File: src/rtl/uart_host_pkg.sv
// Shared constants for the UART host-side bus initiator.
package uart_host_pkg;

  // FSM state encoding (kept as plain constants for legacy tools)
  localparam int unsigned ST_W     = 2;
  localparam logic [1:0]  ST_IDLE  = 2'd0;
  localparam logic [1:0]  ST_WRITE = 2'd1;
  localparam logic [1:0]  ST_READ  = 2'd2;
  localparam logic [1:0]  ST_HOLD  = 2'd3;

  // Last-grant encoding used by the arbiter
  localparam logic GNT_WR = 1'b0;
  localparam logic GNT_RD = 1'b1;

  // rx_err bit positions
  localparam int unsigned ERR_W   = 3;
  localparam int unsigned ERR_OVF = 2;
  localparam int unsigned ERR_FRM = 1;
  localparam int unsigned ERR_PAR = 0;

  // Data and holdoff counter widths
  localparam int unsigned DATA_W = 8;
  localparam int unsigned HOLD_W = 4;

endpackage

File: src/rtl/uart_host_if.sv
// Host-side initiator for the UART core CPU port: turns a tx stream into
// write strobes and drains received bytes (with error flags) into an rx stream.
module uart_host_if
  import uart_host_pkg::*;
#(
  parameter int unsigned HOLDOFF    = 2,
  parameter bit          READ_FIRST = 1'b1
) (
  input  logic              CLK,
  input  logic              aresetn,
  input  logic              enable,
  input  logic [DATA_W-1:0] tx_data,
  input  logic              tx_valid,
  output logic              tx_ready,
  output logic [DATA_W-1:0] rx_data,
  output logic [ERR_W-1:0]  rx_err,
  output logic              rx_valid,
  input  logic              rx_ready,
  output logic              busy,
  output logic              CSN,
  output logic              WEN,
  output logic              OEN,
  output logic [DATA_W-1:0] DATA_IN,
  input  logic [DATA_W-1:0] DATA_OUT,
  input  logic              TXRDY,
  input  logic              RXRDY,
  input  logic              PARITY_ERR,
  input  logic              FRAMING_ERR,
  input  logic              OVERFLOW
);

  logic [ST_W-1:0]   state_q, state_d;
  logic [HOLD_W-1:0] hold_cnt_q, hold_cnt_d;
  logic              last_grant_q, last_grant_d;
  logic              csn_q, csn_d;
  logic              wen_q, wen_d;
  logic              oen_q, oen_d;
  logic [DATA_W-1:0] data_in_q, data_in_d;
  logic [DATA_W-1:0] rx_data_q, rx_data_d;
  logic [ERR_W-1:0]  rx_err_q, rx_err_d;
  logic              rx_valid_q, rx_valid_d;
  logic              busy_q, busy_d;

  logic wr_req, rd_req, tie_rd, gnt_wr, gnt_rd;

  // Request qualification and tie-break; both polarities alternate on a tie
  always_comb begin
    wr_req = enable & tx_valid & TXRDY;
    rd_req = enable & RXRDY & ~rx_valid_q;
    if (READ_FIRST) tie_rd = (last_grant_q != GNT_RD);
    else            tie_rd = (last_grant_q == GNT_WR);
    gnt_rd = rd_req & (~wr_req | tie_rd);
    gnt_wr = wr_req & ~gnt_rd;
  end

  // Byte acceptance happens only on an IDLE write grant
  assign tx_ready = aresetn & (state_q == ST_IDLE) & gnt_wr;

  // Next-state, strobe and rx-buffer logic
  always_comb begin
    state_d      = state_q;
    hold_cnt_d   = hold_cnt_q;
    last_grant_d = last_grant_q;
    csn_d        = 1'b1;
    wen_d        = 1'b1;
    oen_d        = 1'b1;
    data_in_d    = data_in_q;
    rx_data_d    = rx_data_q;
    rx_err_d     = rx_err_q;
    rx_valid_d   = rx_valid_q & ~rx_ready;

    case (state_q)
      ST_IDLE: begin
        if (gnt_wr) begin
          state_d      = ST_WRITE;
          csn_d        = 1'b0;
          wen_d        = 1'b0;
          data_in_d    = tx_data;
          last_grant_d = GNT_WR;
        end else if (gnt_rd) begin
          state_d      = ST_READ;
          csn_d        = 1'b0;
          oen_d        = 1'b0;
          last_grant_d = GNT_RD;
        end
      end
      ST_WRITE: begin
        state_d    = ST_HOLD;
        hold_cnt_d = HOLD_W'(HOLDOFF - 1);
      end
      ST_READ: begin
        // Capture on the edge that ends the strobe; the core clears its flags here
        state_d           = ST_HOLD;
        hold_cnt_d        = HOLD_W'(HOLDOFF - 1);
        rx_data_d         = DATA_OUT;
        rx_err_d[ERR_OVF] = OVERFLOW;
        rx_err_d[ERR_FRM] = FRAMING_ERR;
        rx_err_d[ERR_PAR] = PARITY_ERR;
        rx_valid_d        = 1'b1;
      end
      ST_HOLD: begin
        if (hold_cnt_q == '0) state_d    = ST_IDLE;
        else                  hold_cnt_d = hold_cnt_q - HOLD_W'(1);
      end
      default: state_d = ST_IDLE;
    endcase

    busy_d = (state_d != ST_IDLE);
  end

  // State and output registers
  always_ff @(posedge CLK or negedge aresetn) begin
    if (!aresetn) begin
      state_q      <= ST_IDLE;
      hold_cnt_q   <= '0;
      last_grant_q <= GNT_WR;
      csn_q        <= 1'b1;
      wen_q        <= 1'b1;
      oen_q        <= 1'b1;
      data_in_q    <= '0;
      rx_data_q    <= '0;
      rx_err_q     <= '0;
      rx_valid_q   <= 1'b0;
      busy_q       <= 1'b0;
    end else begin
      state_q      <= state_d;
      hold_cnt_q   <= hold_cnt_d;
      last_grant_q <= last_grant_d;
      csn_q        <= csn_d;
      wen_q        <= wen_d;
      oen_q        <= oen_d;
      data_in_q    <= data_in_d;
      rx_data_q    <= rx_data_d;
      rx_err_q     <= rx_err_d;
      rx_valid_q   <= rx_valid_d;
      busy_q       <= busy_d;
    end
  end

  assign CSN      = csn_q;
  assign WEN      = wen_q;
  assign OEN      = oen_q;
  assign DATA_IN  = data_in_q;
  assign rx_data  = rx_data_q;
  assign rx_err   = rx_err_q;
  assign rx_valid = rx_valid_q;
  assign busy     = busy_q;

endmodule

File: config.mk
export PLATFORM = sky130hd
export DESIGN_NAME = uart_host_if
export DESIGN_NICKNAME = d
export VERILOG_FILES = /design/src/rtl/uart_host_pkg.sv /design/src/rtl/uart_host_if.sv
export SDC_FILE = /design/constraint.sdc
export NUM_CORES = 1
export LEC_CHECK = 0
export BUFFER_PORTS_ARGS = -buffer_cell sky130_fd_sc_hd__buf_4
export CORE_MARGIN = 2
export CORE_UTILIZATION = 45
export CTS_CLUSTER_SIZE = 14
export DETAILED_ROUTE_END_ITERATION = 8
export PLACE_DENSITY = 0.71
export RECOVER_POWER = 25
export SLEW_MARGIN = 10
export SYNTH_ARGS = -nofsm -noshare
export SYNTH_HDL_FRONTEND = slang
export SYNTH_SLANG_ARGS = --single-unit
File: constraint.sdc
create_clock -name CLK -period 2.7 [get_ports CLK]
set_clock_uncertainty 0.2 [all_clocks]
set_input_delay 0.675 -clock CLK [delete_from_list [all_inputs] [get_ports CLK]]
set_output_delay 0.675 -clock CLK [all_outputs]
set_load 0.02 [all_outputs]
==> metrics.sh, run 1 <==
DIE-AREA_UM2=3530
CLOCK-ROOT-BUFFER='clkbuf_4'
FIN_UTIL_PCT=62.2
STD_CELL_ROWS=20
SETUP_VIOLATIONS=0
DETAIL_ROUTE.WL_PER_CELL_UM=13.3
DP_HPWL_UM=2030
CTS_HTREE_LEVELS=2
HOLD_VIOL_FINAL=0
TIMING.FMAX_MHz=394
CHIPWIDTH_UM=59.4
WIRE_LENGTH_OF_THE_FIRST_GLOBAL_ROUTING_PASS_UM=4330
SHORTEST_CLOCK_PERIOD_THE_WORST_PATH_ALLOWS_AFTER_LAYOUT_PS=2540
DRT_PRE_ANTENNA_ITERS=4
FIRST_GLOBAL_VIAS=1043
RSZ_0062_RAISED_AFTER_GLOBAL_ROUTING='no'
PLACEMENT.IO_BUFFERS=50
MOSTFREQUENTLAYOUTCELL='buf_4'
BOUNDARY_PINS=51
WORST-PATH-BUF-INV=3
TIGHTEST_SLEW_PS=1630
POSTCTSSETUPREPAIRBUFS=0
POST_CTS_HOLD_BUFFER_COUNT=0
LAYOUT.NETS=194
DRC=0
MAPPEDNETLISTAREA_UM2=1380
PLACED_CELL_AREAS_UM2=1810
WORST-ENDPOINT-REQUIRED_PS=1820
LAYOUT-AREA-OVERHEAD-VS-SYNTH_PCT=34.1
RUN_STATUS='finished with violations'
FAILED_CHECKS='max-capacitance violations, max-slew violations'
TIMING.CRITICAL_PATH.MAX_DELAY_FAMILY='flip-flops'
CPPEAKSTAGEDELAY_PS=410
COMMONEST_NON_FILL_NON_TAP_CELLS_IN_THE_LAYOUT='buf_4, dfrtp_1, mux2_2, inv_1, nand2_1'
CRITPATHCAPTURETYPE='output port'
GRTUSAGETOTAL_PCT=16.8
START_KIND='flip-flop'
PER_INSTANCE_AVERAGE_AREA_AFTER_SYNTHESIS_UM2=13.3
DIODES=0
POST-ROUTE-CELL-AREA_UM2=1850
CRIT_PATH_FREQUENT_CELL='inv_1'
DRT-VIAS-PER-INSTANCE=5.10
GRT_START_MAX_NET_PINS=32
DETAILROUTE.VIA_COUNT=1000
MAXCAPVIOLATIONS=1
FINAL_LAYOUT_SIZE_SUFFIX_GT1_SHARE_PCT=53.4
CRITPATHKIND='flip-flop to output port'
CTS_INSERTED_BUFFERS=5
FINALSETUPTNS_PS=0
TIMING.CRITICAL_PATH.SLOWEST_STAGE_CELL='dfrtp_1'
NUMBER_OF_ANTENNA_VIOLATIONS_AT_THE_FIRST_CHECK_IN_GLOBAL_ROUTING=0
TRITONCTS='done'
PRE_CTS_SLACK_PS=245
POWER_LEAKAGE_nW=0.896
PERIOD_SHARE_PCT=94.0
WORST_PATH_MAX_FANOUT=4
NUMBER_OF_CELLS_PRODUCED_BY_SYNTHESIS=104
TIMING.CRITICAL_PATH.ARRIVAL_PS=1660
YS.WARNINGS.COUNT=0
MAX-CLOCK-PATH-BUFFERS=2
DIEHEIGHT_UM=59.4
SYNTH_SEQ_AREA_SHARE_PCT=56.4
ROUTED_WL_UM=2610
CLOCK_SINK_COUNT=31
GP_CONGESTION=0.792
GR-TOTAL-OVERFLOW=0
ANTENNA_LEFT=0
CORE_AREA_UM2=2980
FINAL-MAX-SLEW-VIOLATION-COUNT=32
HOLD_SLACK_PS=314
SYN-NUM-NETS=136
CRIT_PATH_CELL_TRACE='inv_1 > ha_1 > inv_1 > a311oi_4 > and2_2 > buf_4'
INITIAL_CORE_UTIL_PCT=46.4
HP-CLASS='flip-flop to flip-flop'
POST_CTS_CLOCK_SLEW_AT_THE_LAUNCH_AND_CAPTURE_REGISTERS_OF_THE_WORST_SETUP_AND_HOLD_PATHS_PS=90
DR.FIRST_ITER.DRC_COUNT=14
POSTLAYOUTSETUPSLACKWORST_PS=163
YOSYS_REGISTER_BITS=31
CTS_REPAIR_RESIZE_COUNT=0
SYNTH.DISTINCT_CELLS=29
POWER_DENSITY_nW_PER_UM2=1160
WORST_SKEW_PAIR.LATE_LATENCY_PS=310
MAXSLEWHEADROOM_PCT=-8.58
IR_DROP_V=0.000647
-- path summary, 6_finish.rpt --
path	start	endpoint	slack (ps)	cells past startpoint
max	state_q[0]	tx_ready	160	6
min	DATA_IN[0]	DATA_IN[0]	310	1
max reg2reg	hold_cnt_q[0]	hold_cnt_q[0]	730	5
min reg2reg	DATA_IN[0]	DATA_IN[0]	310	1
max in group asynchronous	aresetn	rx_err[1]	670	2
min in group asynchronous	aresetn	DATA_IN[0]	690	2
-- power by group --
part | internal [mW] | switching, mW
logic | 0.539 | 0.564
registers | 0.681 | 0.115
clock network | 0.101 | 0.150
-- layout make-up --
type / instances / area (um^2)
Timing Repair Buffer: 53 / 394
Inverter: 7 / 26.3
Sequential cell: 31 / 779
Clock buffer: 7 / 45.0
Fill cell: 240 / 1130
Multi-Input combinational cell: 64 / 561
Clock inverter: 1 / 5.00
Tap cell: 33 / 41.3
-- cell families after synthesis --
family / share of synthesized area, %
simple gates: 11.1
xor+xnor: 0.634
fa+ha+maj: 5.43
compound gates: 4.98
mux: 18.5
flops: 56.4
buf+inv: 2.99
-- state kept, by name, summed over array words and instances, names as in the netlist --
signal        count
OEN               1
CSN               1
WEN               1
busy              1
hold_cnt_q        4
rx_err            3
state_q           2
DATA_IN           8
rx_valid          1
rx_data           8
last_grant_q      1
-- cells in the mapped netlist --
master / number / area, um^2
xnor2_1: 1 / 8.76
nand2_1: 7 / 26.3
nand4_1: 2 / 12.5
a211oi_1: 1 / 7.51
dfrtp_1: 28 / 701
inv_1: 7 / 26.3
nor2_1: 2 / 7.51
and2_2: 1 / 7.51
o211ai_1: 1 / 7.51
and4_2: 2 / 20.0
or3b_2: 1 / 8.76
ha_1: 6 / 75.1
a21o_1: 1 / 7.51
nor2b_1: 2 / 12.5
mux2_2: 20 / 225
buf_6: 1 / 11.3
nand3_1: 3 / 15.0
a31oi_1: 1 / 6.26
buf_1: 1 / 3.75
a221oi_1: 1 / 8.76
a311oi_4: 1 / 26.3
and3b_1: 1 / 8.76
and2_1: 1 / 6.26
nand2b_1: 1 / 6.26
mux2i_1: 3 / 30.0
a21oi_1: 1 / 5.00
nor3_1: 3 / 15.0
dfstp_2: 3 / 78.8
or2_2: 1 / 6.26
-- routing by layer --
metal | routed length [um] | share of wire [%] | global-route usage [%]
met1 | 1050 | 40 | 16.1
met2 | 1350 | 52 | 30.6
met3 | 185 | 7.1 | 7.64
met4 | 28 | 1.1 | 7.14
met5 | 0 | 0 | 0
-- through the flow --
stage	instances	power, mW
final	196	2.15
after global routing	196	2.31
after CTS	196	2.19
after detailed placement	188	1.93
after global placement	188	1.89
after floorplan	104	1.50
No activity file was read; power rests on OpenSTA's default activity.
==> inputs of run 2 (changes only) <==
GPL_TIMING_DRIVEN = 1   (was unset)
REMOVE_ABC_BUFFERS = 1   (was unset)
SETUP_SLACK_MARGIN = 0.1   (was unset)
==> run 2 against run 1 <==
Net effect:
- register-to-register slack got worse by 20 ps
- flip-flop and latch count unchanged
- combinational power about the same
- via count decreased by 0.60%
- die area unchanged
- design area increased by 0.88%
- critical path type is now primary input to output port
- utilization increased by 0.55 points
- largest power group unchanged
- sequential share of layout area decreased by 0.37 points
- fmax increased by 0.41%
- critical endpoint unchanged
- clock-buffer cell count decreased by 1
- global-route usage decreased by 0.64 points
- first-iteration DRC count increased by 79%
- the run still ends with max-capacitance violations, max-slew violations left
==> metrics.sh, run 2 (synthesized netlist as in run 1, its figures left out) <==
CRIT_PATH_CELL_TRACE='buf_4 > nor2b_1 > buf_4 > a311oi_4 > and2_2 > buf_4'  # was inv_1 > ha_1 > inv_1 > a311oi_4 > and2_2 > buf_4
POWER_LEAKAGE_nW=0.893  # was 0.896 nW
CRITICAL_PATH.STARTPOINT='RXRDY'  # was state_q[0]
LAYOUT-AREA-OVERHEAD-VS-SYNTH_PCT=35.2  # was 34.1%
POST_CTS_CLOCK_SLEW_AT_THE_LAUNCH_AND_CAPTURE_REGISTERS_OF_THE_WORST_SETUP_AND_HOLD_PATHS_PS=90  # about the same
COMMONEST_NON_FILL_NON_TAP_CELLS_IN_THE_LAYOUT='buf_4, dfrtp_1, mux2_2, nand2_1, clkbuf_4'  # was buf_4, dfrtp_1, mux2_2, inv_1, nand2_1
DR.FIRST_ITER.DRC_COUNT=25  # was 14
HOLD_VIOL_FINAL=0  # unchanged
FIRST_GLOBAL_VIAS=980  # was 1,043
MOSTFREQUENTLAYOUTCELL='buf_4'  # unchanged
MULTI_INPUT_AREA_UM2=573  # was 561 um^2
WORST_SKEW_PAIR.LATE_LATENCY_PS=320  # was 310 ps
INITIAL_CORE_UTIL_PCT=46.4  # unchanged
POST_CTS_HOLD_BUFFER_COUNT=0  # unchanged
POST-ROUTE-CELL-AREA_UM2=1870  # was 1850 um^2
GRT_START_MAX_NET_PINS=32  # unchanged
HP-CLASS='flip-flop to flip-flop'  # unchanged
TIMING.FMAX_MHz=396  # was 394 MHz
CTS_REPAIR_RESIZE_COUNT=0  # unchanged
CLOCK-ROOT-BUFFER='clkbuf_4'  # unchanged
CRIT-REG2REG-CAPTURE='hold_cnt_q[0]'  # unchanged
DRT-VIAS-PER-INSTANCE=5.07  # was 5.10
FAILED_CHECKS='max-capacitance violations, max-slew violations'  # unchanged
DRC=0  # unchanged
IR_DROP_V=0.000610  # was 0.000647 V
DETAILROUTE.VIA_COUNT=994  # was 1,000
CTS_INSERTED_BUFFERS=5  # unchanged
SETUP_VIOLATIONS=0  # unchanged
CRIT_PATH_FREQUENT_CELL='buf_4'  # was inv_1
WL_MET3_UM=247  # was 185 um
CHIPWIDTH_UM=59.4  # unchanged
TIGHTEST_SLEW_PS=1570  # was 1630 ps
RUN_STATUS='finished with violations'  # unchanged
GR-TOTAL-OVERFLOW=0  # unchanged
TIMING.CRITICAL_PATH.SLOWEST_STAGE_CELL='a311oi_4'  # was dfrtp_1
CPPEAKSTAGEDELAY_PS=300  # was 410 ps
CRITPATHCAPTURETYPE='output port'  # unchanged
WIRE_LENGTH_OF_THE_FIRST_GLOBAL_ROUTING_PASS_UM=4150  # was 4330 um
TIMING.CRITICAL_PATH.ARRIVAL_PS=1650  # was 1660 ps
TIMING.REG2REG.WORST_PATH_DEPTH=5  # unchanged
MET1WIRELENGTH_UM=992  # was 1050 um
STD_CELL_ROWS=20  # unchanged
LAYOUT.NETS=194  # unchanged
GP_CONGESTION=0.775  # was 0.792
ROUTED_WL_UM=2460  # was 2610 um
ANTENNA_LEFT=0  # unchanged
DIEHEIGHT_UM=59.4  # unchanged
CRITPATHKIND='primary input to output port'  # was flip-flop to output port
DRT_PRE_ANTENNA_ITERS=4  # unchanged
DIODES=0  # unchanged
WORST-ENDPOINT-REQUIRED_PS=1820  # about the same
POSTCTSSETUPREPAIRBUFS=0  # unchanged
RRSETUPSLACK_PS=710  # was 730 ps
GRTUSAGETOTAL_PCT=16.2  # was 16.8%
BOUNDARY_PINS=51  # unchanged
START_KIND='primary input'  # was flip-flop
DETAIL_ROUTE.WL_PER_CELL_UM=12.6  # was 13.3 um
HOLD_SLACK_PS=312  # was 314 ps
MAXSLEWHEADROOM_PCT=-4.84  # was -8.58%
RSZ_0062_RAISED_AFTER_GLOBAL_ROUTING='no'  # unchanged
DIE-AREA_UM2=3530  # unchanged
POWER_DENSITY_nW_PER_UM2=1160  # about the same
CORE_AREA_UM2=2980  # unchanged
DP_HPWL_UM=1880  # was 2030 um
CTS_HTREE_LEVELS=2  # unchanged
FINAL-MAX-SLEW-VIOLATION-COUNT=32  # unchanged
FINAL_LAYOUT_SIZE_SUFFIX_GT1_SHARE_PCT=55.8  # was 53.4%
FINALSETUPTNS_PS=0  # unchanged
N_FILL_CELL=248  # was 240
PLACED_CELL_AREAS_UM2=1810  # unchanged
SHORTEST_CLOCK_PERIOD_THE_WORST_PATH_ALLOWS_AFTER_LAYOUT_PS=2530  # was 2540 ps
TOP_LAYER='met4'  # unchanged
ENDPOINT='tx_ready'  # unchanged
MAXCAPVIOLATIONS=1  # unchanged
WL_MET2_UM=1200  # was 1350 um
TIMING.RR.START='hold_cnt_q[0]'  # unchanged
NUMBER_OF_ANTENNA_VIOLATIONS_AT_THE_FIRST_CHECK_IN_GLOBAL_ROUTING=0  # unchanged
LAYOUT.AREA.SEQ_UM2=779  # unchanged
PLACEMENT.IO_BUFFERS=50  # unchanged
WORST_PATH_MAX_FANOUT=6  # was 4
CLOCK_SINK_COUNT=31  # unchanged
TRITONCTS='done'  # unchanged
MAX-CLOCK-PATH-BUFFERS=2  # unchanged
PERIOD_SHARE_PCT=93.6  # was 94.0%
[run 2: worst min path at each step]
stage               cells after the start      endpoint  startpoint  slack (ps)
CTS                                     2  last_grant_q     aresetn         160
finish                                  1    DATA_IN[3]  DATA_IN[3]         310
global route                            1     rx_err[1]   rx_err[1]         330
detailed placement                      1     rx_err[0]   rx_err[0]         300
global placement                        1    DATA_IN[2]  DATA_IN[2]         290
floorplan                               0    DATA_IN[0]     aresetn         180
[run 2: power breakdown]
| part | switching [mW] | leakage (nW) | internal [mW] | total [mW] |
|---|---|---|---|---|
| sequential | 0.117 | 0.367 | 0.681 | 0.798 |
| clock | 0.150 | 0.0282 | 0.100 | 0.250 |
| combinational | 0.568 | 0.498 | 0.557 | 1.12 |
| total | 0.835 | 0.893 | 1.34 | 2.17 |
[run 2: cell type report]
cell class                 count  area share, %
sequential                    31           41.7
multi-input combinational     64           30.7
timing repair buffer          53           21.1
clock buffer                   6           2.21
tap                           33           2.21
inverter                       7           1.41
clock inverter                 2          0.670
[run 2: worst max-delay path: cells and delay by family]
family	cells	cell delay [ps]
AOI/OAI and AO/OA	1	300
buffers and inverters	3	380
and+or+nand+nor	2	300
[run 2: through the flow]
step	util, %	power, mW	setup slack, ps	std cells
after global placement	60.6	1.88	182	188
after detailed placement	60.6	1.92	172	188
final	62.7	2.17	173	196
after floorplan	-	1.50	190	102
after global routing	62.7	2.35	139	196
after CTS	62.4	2.18	118	196
[run 2: routing by layer]
metal | up-vias | global-route usage [%]
li1 | 483 | -
met1 | 456 | 18.1
met2 | 51 | 27.0
met3 | 4 | 8.08
met4 | 0 | 4.87
met5 | - | 0
==> inputs of run 3 (changes only) <==
BUFFER_PORTS_ARGS = -buffer_cell sky130_fd_sc_hd__buf_2   (was -buffer_cell sky130_fd_sc_hd__buf_4)
clock period = 2.9 ns   (was 2.7 ns; I/O delays follow)
==> run 3 against run 2 <==
Net effect:
- the run still ends with max-capacitance violations, max-slew violations left
- via count rose by 1.3%
- critical path type is now flip-flop to output port
- highest routed layer unchanged
- sequential share of layout area rose by 3.3 points
- critical path depth did not move
- combinational power fell by 17%
- sequential power fell by 8.3%
- first-iteration DRC count rose by 8.0%
==> metrics.sh, run 3 (synthesized netlist as in run 1, its figures left out) <==
START_KIND='flip-flop'  # was primary input
CTS_HTREE_LEVELS=2  # unchanged
POST_CTS_HOLD_BUFFER_COUNT=0  # unchanged
DIODES=0  # unchanged
CHIPWIDTH_UM=59.4  # unchanged
GP_CONGESTION=0.835  # was 0.775
MULTI_INPUT_AREA_UM2=561  # was 573 um^2
DIEHEIGHT_UM=59.4  # unchanged
DRT-VIAS-PER-INSTANCE=5.14  # was 5.07
HOLD_VIOL_FINAL=0  # unchanged
RSZ_0062_RAISED_AFTER_GLOBAL_ROUTING='no'  # unchanged
CORE_AREA_UM2=2980  # unchanged
FIRST_GLOBAL_VIAS=1008  # was 980
CTS_REPAIR_RESIZE_COUNT=0  # unchanged
PLACEMENT.IO_BUFFERS=50  # unchanged
WIRE_LENGTH_OF_THE_FIRST_GLOBAL_ROUTING_PASS_UM=4170  # was 4150 um
MAX-CLOCK-PATH-BUFFERS=2  # unchanged
IR_DROP_V=0.000570  # was 0.000610 V
WORST_PATH_MAX_FANOUT=5  # was 6
TOTAL_PLACED_CELLS_INCLUDING_TAP_CELLS=188  # unchanged
WORST-ENDPOINT-REQUIRED_PS=1980  # was 1820 ps
WL_MET2_UM=1160  # was 1200 um
NUMBER_OF_ANTENNA_VIOLATIONS_AT_THE_FIRST_CHECK_IN_GLOBAL_ROUTING=0  # unchanged
CPPEAKSTAGEDELAY_PS=440  # was 300 ps
ROUTED_WL_UM=2470  # was 2460 um
COMMONEST_NON_FILL_NON_TAP_CELLS_IN_THE_LAYOUT='buf_2, dfrtp_1, mux2_2, inv_1, nand2_1'  # was buf_4, dfrtp_1, mux2_2, nand2_1, clkbuf_4
TOP_LAYER='met4'  # unchanged
STD_CELL_ROWS=20  # unchanged
FINALSETUPTNS_PS=0  # unchanged
HP-CLASS='flip-flop to flip-flop'  # unchanged
TIMING.CRITICAL_PATH.MAX_DELAY_FAMILY='flip-flops'  # was buffers and inverters
TIMING.CRITICAL_PATH.ARRIVAL_PS=1700  # was 1650 ps
TRITONCTS='done'  # unchanged
DRC=0  # unchanged
SHORTEST_CLOCK_PERIOD_THE_WORST_PATH_ALLOWS_AFTER_LAYOUT_PS=2630
LAYOUT.NETS=194  # unchanged
CRIT_PATH_FREQUENT_CELL='inv_1'  # was buf_4
N_FILL_CELL=254  # was 248
LAYOUT.AREA.SEQ_UM2=779  # unchanged
WL_MET3_UM=224  # was 247 um
BOUNDARY_PINS=51  # unchanged
PERIOD_SHARE_PCT=90.6
DETAIL_ROUTE.WL_PER_CELL_UM=12.6  # about the same
CLOCK-ROOT-BUFFER='clkbuf_4'  # unchanged
FINAL_LAYOUT_SIZE_SUFFIX_GT1_SHARE_PCT=54.0  # was 55.8%
SETUP_VIOLATIONS=0  # unchanged
FINAL-MAX-SLEW-VIOLATION-COUNT=32  # unchanged
GRTUSAGETOTAL_PCT=16.3  # was 16.2%
POST_CTS_CLOCK_SLEW_AT_THE_LAUNCH_AND_CAPTURE_REGISTERS_OF_THE_WORST_SETUP_AND_HOLD_PATHS_PS=100  # was 90 ps
TIMING.CRITICAL_PATH.SLOWEST_STAGE_CELL='dfrtp_1'  # was a311oi_4
CRITPATHKIND='flip-flop to output port'  # was primary input to output port
DRT_PRE_ANTENNA_ITERS=4  # unchanged
POSTCTSSETUPREPAIRBUFS=0  # unchanged
CRITPATHCAPTURETYPE='output port'  # unchanged
WORST_SKEW_PAIR.LATE_LATENCY_PS=330  # was 320 ps
CRIT_PATH_CELL_TRACE='inv_1 > ha_1 > inv_1 > a311oi_4 > and2_2 > buf_2'  # was buf_4 > nor2b_1 > buf_4 > a311oi_4 > and2_2 > buf_4
MAXSLEWHEADROOM_PCT=-5.78  # was -4.84%
FAILED_CHECKS='max-capacitance violations, max-slew violations'  # unchanged
LAYOUT.CELLS.NON_FILLER=196  # unchanged
GR-TOTAL-OVERFLOW=0  # unchanged
MOSTFREQUENTLAYOUTCELL='buf_2'  # was buf_4
MAXCAPVIOLATIONS=1  # unchanged
DIE-AREA_UM2=3530  # unchanged
DR.FIRST_ITER.DRC_COUNT=27  # was 25
TIMING.FMAX_MHz=381
GRT_START_MAX_NET_PINS=32  # unchanged
MET1WIRELENGTH_UM=1000  # was 992 um
WORST-PATH-BUF-INV=3  # unchanged
POWER_LEAKAGE_nW=0.851  # was 0.893 nW
CTS_INSERTED_BUFFERS=5  # unchanged
RUN_STATUS='finished with violations'  # unchanged
LAYOUT-AREA-OVERHEAD-VS-SYNTH_PCT=25.3  # was 35.2%
POWER_DENSITY_nW_PER_UM2=1100  # was 1160 nW/um^2
TIGHTEST_SLEW_PS=1590  # was 1570 ps
CLOCK_SINK_COUNT=31  # unchanged
ANTENNA_LEFT=0  # unchanged
DETAILROUTE.VIA_COUNT=1007  # was 994
INITIAL_CORE_UTIL_PCT=46.4  # unchanged
DP_HPWL_UM=1920  # was 1880 um
-- run 3: cell count changes in the layout (fill, tap and decap cells not counted), sizes merged --
cell	delta
clkbuf	-1
buf	+1
-- run 3: where the power goes --
| group | switching, mW | internal [mW] |
|---|---|---|
| clock network | 0.146 | 0.0933 |
| logic | 0.518 | 0.408 |
| registers | 0.0985 | 0.633 |
| total | 0.762 | 1.13 |
-- run 3: final cells by class --
cell class	instances	area share, %
clock inverter	2	0.723
timing repair buffer	53	15.5
sequential	31	45.0
multi-input combinational	64	32.4
tap	33	2.39
inverter	7	1.52
clock buffer	6	2.39
-- run 3: stage by stage --
stage	power (mW)	utilization [%]	setup slack [ps]	area, um^2	hold WS (ps)
2_1_floorplan	1.40	-	290	1370	229
3_3_place_gp	1.65	56.4	279	1680	283
3_5_place_dp	1.68	56.4	277	1680	290
4_1_cts	1.93	58.2	249	1730	204
5_1_grt	2.06	58.1	171	1730	329
6_report	1.90	58.1	273	1730	307
-- run 3: worst paths after layout --
check | end | slack (ps) | depth (start not counted) | from
setup / recovery | tx_ready | 270 | 6 | state_q[1]
hold / removal | DATA_IN[2] | 310 | 1 | DATA_IN[2]
setup reg to reg | busy | 910 | 5 | hold_cnt_q[0]
hold reg to reg | DATA_IN[2] | 310 | 1 | DATA_IN[2]
max in group asynchronous | state_q[0] | 900 | 2 | aresetn
min in group asynchronous | DATA_IN[5] | 670 | 2 | aresetn
-- run 3: worst register-to-register path, delay by kind of cell, from the launching register on --
family	cells	cell delay, ps
adders and majority gates	1	150
DFF	1	390
AOI/OAI and AO/OA	2	510
buffers and inverters	1	110
and+or+nand+nor	1	490
-- run 3: metal layers --
| layer | vias to the layer above | GRT usage (%) |
|---|---|---|
| li1 | 484 | - |
| met3 | 9 | 5.90 |
| met5 | - | 0 |
| met4 | 0 | 11.0 |
| met2 | 46 | 27.3 |
| met1 | 468 | 16.8 |
